**config.mk**
```make
export PLATFORM = sky130hd
export DESIGN_NAME = counter_prescaled_updown
export DESIGN_NICKNAME = d
export VERILOG_FILES = /design/src/rtl/counter_prescaled_updown.sv
export SDC_FILE = /design/constraint.sdc
export NUM_CORES = 1
export LEC_CHECK = 0
export ABC_AREA = 1
export ABC_CLOCK_PERIOD_IN_PS = 1800
export BUFFER_PORTS_ARGS = -buffer_cell sky130_fd_sc_hd__clkbuf_2
export CORE_MARGIN = 2
export CORE_UTILIZATION = 44
export CTS_BUF_LIST = sky130_fd_sc_hd__clkbuf_16
export DETAILED_ROUTE_END_ITERATION = 8
export SYNTH_ARGS = -nofsm -noshare
export SYNTH_HDL_FRONTEND = slang
export SYNTH_SLANG_ARGS = --single-unit
```
**constraint.sdc**
```tcl
create_clock -name mclk -period 1.8 [get_ports mclk]
set_input_delay 0.18 -clock mclk [delete_from_list [all_inputs] [get_ports mclk]]
set_output_delay 0.18 -clock mclk [all_outputs]
set_load 0.02 [all_outputs]
```
**src/rtl/counter_prescaled_updown.sv**
```systemverilog
// Purpose : prescaled modulo-MODULUS up/down counter with load, one-shot stop and cascadable rco.
// Latency : count updates on the mclk edge where tick=1; load_value appears on count one cycle after load.
// Backpres: enable=0 freezes prescaler, count and done; load overrides enable; rco drives the next stage's enable.
//
// Ports:
//   mclk        master clock, all state on its rising edge
//   reset       synchronous active-high reset (highest priority)
//   enable      prescaler/counter enable; low holds all state
//   up_down     1 = count up, 0 = count down; selects terminal value
//   one_shot    0 = wrap at terminal, 1 = stop at terminal and raise done
//   load        synchronous load strobe (beats tick, loses to reset)
//   load_value  value to load, clamped to MODULUS-1
//   count       registered current count
//   tick        one-cycle prescaler pulse every DIV enabled cycles
//   rco         ripple-carry pulse on the terminal-count tick
//   done        sticky one-shot terminal flag, cleared by load or reset

module counter_prescaled_updown #(
  parameter int WIDTH   = 8,
  parameter int MODULUS = 256,
  parameter int CLK_HZ  = 50_000_000,
  parameter int TICK_HZ = 1
) (
  input  logic             mclk,
  input  logic             reset,
  input  logic             enable,
  input  logic             up_down,
  input  logic             one_shot,
  input  logic             load,
  input  logic [WIDTH-1:0] load_value,
  output logic [WIDTH-1:0] count,
  output logic             tick,
  output logic             rco,
  output logic             done
);

  localparam int               DIV      = CLK_HZ / TICK_HZ;
  localparam int               PRE_W    = (DIV > 1) ? $clog2(DIV) : 1;
  localparam logic [PRE_W-1:0] PRE_LAST = PRE_W'(DIV - 1);
  localparam logic [WIDTH-1:0] CNT_MAX  = WIDTH'(MODULUS - 1);

  logic [PRE_W-1:0] pre_cnt;
  logic [WIDTH-1:0] terminal;
  logic             at_terminal;
  logic [WIDTH-1:0] load_clamped;
  logic [WIDTH-1:0] count_next_tick;
  logic             advance;

  // ---------------------------------------------------------------------------
  // Combinational decode from registered state and current inputs
  // ---------------------------------------------------------------------------
  always_comb begin
    terminal     = up_down ? CNT_MAX : '0;
    at_terminal  = (count == terminal);
    tick         = enable && (pre_cnt == PRE_LAST);
    // Once done is set the counter is parked, so neither advancing nor carrying.
    advance      = tick && !done;
    // A load on a tick edge replaces the increment, so the carry must not escape.
    rco          = advance && at_terminal && !load;
    load_clamped = (load_value > CNT_MAX) ? CNT_MAX : load_value;

    // Wrap targets are explicit because MODULUS need not be a power of two.
    if (at_terminal) begin
      count_next_tick = up_down ? '0 : CNT_MAX;
    end else if (up_down) begin
      count_next_tick = count + WIDTH'(1);
    end else begin
      count_next_tick = count - WIDTH'(1);
    end
  end

  // ---------------------------------------------------------------------------
  // Prescaler: free-running 0..DIV-1 while enabled, restarted by load
  // ---------------------------------------------------------------------------
  always_ff @(posedge mclk) begin
    if (reset) begin
      pre_cnt <= '0;
    end else if (load) begin
      pre_cnt <= '0;
    end else if (enable) begin
      pre_cnt <= (pre_cnt == PRE_LAST) ? '0 : pre_cnt + PRE_W'(1);
    end
  end

  // ---------------------------------------------------------------------------
  // Count and sticky done flag
  // ---------------------------------------------------------------------------
  always_ff @(posedge mclk) begin
    if (reset) begin
      count <= '0;
      done  <= 1'b0;
    end else if (load) begin
      count <= load_clamped;
      done  <= 1'b0;
    end else if (advance) begin
      if (at_terminal && one_shot) begin
        // Stop on the terminal value; only load/reset can restart.
        done <= 1'b1;
      end else begin
        count <= count_next_tick;
      end
    end
  end

  // ---------------------------------------------------------------------------
  // Behavioural properties (ignored by synthesis)
  // ---------------------------------------------------------------------------
  tick_single_cycle : assert property (@(posedge mclk) tick |=> !tick);
  rco_needs_tick    : assert property (@(posedge mclk) rco |-> tick);
  done_holds_count  : assert property (@(posedge mclk)
                        (done && !load && !reset) |=> (done && $stable(count)));
  reset_clears      : assert property (@(posedge mclk)
                        reset |=> (count == '0 && !done && pre_cnt == '0));

endmodule

```
==> impl_metrics.tcl <==
set metrics [dict create \
    cp_cell_sequence "ha_4 -> nand2_4 -> nor3_4 -> nand2_2 -> nor3_2 -> buf_4" \
    htree_levels 2 \
    path_max_fanout 3 \
    yosysTopAreaCellShare_pct 30.0 \
    swShare_pct 26.6 \
    grt_use_met3_pct 4.24 \
    synth_top_cell_by_area "dfxtp_1" \
    pwr-share-seq_pct 40.9 \
    wirelength_um 6840 \
    cts_buffers 5 \
    synthCells 391 \
    clk_latency_ns 0.28 \
    clockPowerShare_pct 41.1 \
    gp_congestion 0.899 \
    cts_root_buf "clkbuf_16" \
    grt_max_degree 15 \
    synth_cell_types 31 \
    slew_headroom_pct 66.2 \
    setup_viol 0 \
    clk_path_buf_depth 2 \
    antenna_found_initial 0 \
    drt_first_pass_iters 4 \
    slew_viol_final 0 \
    track_usage_pct 23.6 \
    crit_path_end_kind "output pin" \
    nets 497 \
    globalRouteMet2Util_pct 41.8 \
    power.density_nw_per_um2 602 \
    met1_usage_pct 29.0 \
    slowest_delay_ns 0.35 \
    nFillCells 478 \
    multi_input_area_um2 1560 \
    path_buf_inv 1 \
    seqCellArea_um2 721 \
    first_global_vias 2573 \
    diodes 0 \
    synth_area_um2 2340 \
    drtAntennaViolNets 0 \
    syn_to_final_growth_pct 40.3 \
    period_minus_slack_ns 1.76 \
    critPathArrivalTime_ns 1.58 \
    vias_per_cell 4.87 \
    die_w_um 76.9 \
    crit_slowest_cell "dfxtp_1" \
    initial_utilization_pct 45.8 \
    dp_hpwl_um 5080 \
    rows 26 \
    ir_drop_mv 0.532 \
    cts.sinks 35 \
    drt_iter0_drc 153 \
    status "completed" \
    yosys-top-cells-area "dfxtp_1, nand2_1, nor2_1" \
    fin_util_pct 64.2 \
    dieArea_um2 5910 \
    ys_seq_area_share_pct 30.0 \
    drv_cap 0 \
    wire_per_inst_um 12.5 \
    max_freq_mhz 570 \
    combPwrFrac_pct 18.0 \
    required_ns 1.62 \
    worst-setup-path-type "flip-flop to output pin" \
    ys_ff_latch 35 \
    fin_crit_sh_pct 97.5 \
    routed-via-count 2657 \
    path_clk_slew_ns 0.05 \
    final_layout_size_suffix_gt1_share_pct 27.5 \
    grt_setup_unrepaired "true" \
    p_leak_uw 0.00149 \
    syn_nets 413 \
    hold_ws_ns 0.245 \
    grt-ovfl-total 0 \
    start_kind "flip-flop" \
    ys_warn_count 0 \
    hold_buffers 0 \
    final-hold-violation-count 0 \
    core_area_um2 5110 \
    syn_avg_cell_area_um2 5.98 \
    fp.dieH_um 76.9 \
    path_delay_family "simple AND/OR/NAND/NOR gates" \
    io_buffers 24 \
    hp-class "input port to flip-flop" \
    p_switching_uw 524 \
    final.setup_skew_ns 0.00396 \
    top_usage_layer "met2" \
    worst_slew_pin_slew_ns 0.506 \
    ios 25 \
    grt_pass1_wl_um 11300 \
    p_int_uw 1450 \
    drc 0 \
    cts_tree "built" \
]
worst reg2reg max path, stage by stage (launching register included):
cell and delay (ns):
dfxtp_1 0.31, nand2_1 0.11, nor2_2 0.06, nand2_1 0.11, inv_1 0.06, nand2_1 0.12
nor2_4 0.05, nor2_2 0.40, o21ai_0 0.23, a21oi_1 0.17
metrics by stage:
| step | std cells | area, um2 | power, uW | setup WS, ns | TNS (ns) |
|---|---|---|---|---|---|
| after floorplan | 391 | 2340 | 999 | 0.0947 | 0 |
| after global placement | 529 | 2890 | 1110 | -0.138 | -0.730 |
| after detailed placement | 529 | 2890 | 1110 | -0.160 | -1.06 |
| after CTS | 538 | 3050 | 1930 | -0.0668 | -0.0668 |
| after global routing | 546 | 3280 | 2070 | -0.0608 | -0.0608 |
| final | 546 | 3280 | 1980 | 0.0450 | 0 |
state kept, by name, indices dropped and copies added, names as in the netlist:
name / flops
pre_cnt: 26
count: 8
done: 1
cells by family (layout without fill, tap and decap cells):
kind of cell	count (synthesis)	in the layout	synth area share [%]
and+or+nand+nor	253	253	46.4
DFF	35	35	30.0
adders and majority gates	8	8	4.60
AOI/OAI and AO/OA	34	34	8.19
xor gates and xnor gates	3	3	1.12
buffers and inverters	58	143	9.68
cell usage after synthesis:
| cell type | count |
|---|---|
| nand2_1 | 102 |
| nor2_1 | 91 |
| inv_1 | 52 |
| dfxtp_1 | 35 |
| nand3_1 | 22 |
| a21oi_1 | 20 |
| nor3_1 | 17 |
| ha_1 | 7 |
| nand4_1 | 7 |
| o21ai_0 | 5 |
| clkbuf_1 | 3 |
| nand3b_1 | 3 |
| o21a_1 | 3 |
| and3_1 | 2 |
| nand3_2 | 2 |
| nor2_4 | 2 |
| nor3b_1 | 2 |
| o21bai_1 | 2 |
| xor2_1 | 2 |
| a21boi_1 | 1 |
| a31oi_1 | 1 |
| buf_2 | 1 |
| buf_6 | 1 |
| fa_1 | 1 |
| inv_2 | 1 |
| nand3_4 | 1 |
| nor2_2 | 1 |
| nor4_1 | 1 |
| o21ai_2 | 1 |
| o22ai_1 | 1 |
| xnor2_1 | 1 |
area by class of cell:
class | instances | share of cell area (%)
multi-input combinational | 298 | 47.6
sequential | 35 | 22.0
timing repair buffer | 82 | 17.3
inverter | 53 | 6.25
clock buffer | 5 | 3.81
tap | 70 | 2.67
clock inverter | 3 | 0.343
metal layers:
| layer | vias up | part of all wire, % | routed length [um] |
|---|---|---|---|
| met2 | 61 | 50 | 3440 |
| met5 | - | 0 | 0 |
| met4 | 0 | 1.3 | 90 |
| met1 | 1181 | 44 | 3000 |
| met3 | 10 | 4.4 | 304 |
| li1 | 1405 | - | - |
layout by cell type (no fill, tap or decap), types with 4 or more instances in the layout:
| cell | instances |
|---|---|
| ha_4 | 7 |
| nand2_1 | 96 |
| dfxtp_2 | 10 |
| a21oi_1 | 20 |
| nand2_2 | 4 |
| dfxtp_1 | 23 |
| inv_1 | 49 |
| clkbuf_2 | 22 |
| nand3_1 | 21 |
| nor3_1 | 15 |
| nor2_1 | 87 |
| nand4_1 | 7 |
| clkbuf_16 | 5 |
| o21ai_0 | 5 |
| nor2_2 | 5 |
| buf_4 | 58 |
power by group through the flow:
stage / Clock, uW / Combinational, uW / Sequential (uW)
after floorplan: 0 / 165 / 833
after global placement: 0 / 292 / 820
after detailed placement: 0 / 294 / 820
after CTS: 827 / 298 / 804
after global routing: 864 / 395 / 810
final: 812 / 355 / 809
repair_timing:
item,in CTS,in global routing
endpoints found under the setup margin,12,9
gates resized for setup,7,42
buffers inserted,1,9
pin swaps,4,11
final timing paths:
path	from	to	slack (ns)	depth (start not counted)
max	count[1]	rco	0.04	6
min	load_value[3]	count[3]	0.24	5
min reg2reg	pre_cnt[7]	pre_cnt[7]	0.53	2
max reg2reg	pre_cnt[13]	pre_cnt[11]	0.12	9
Power figures use the tool's default switching activity.
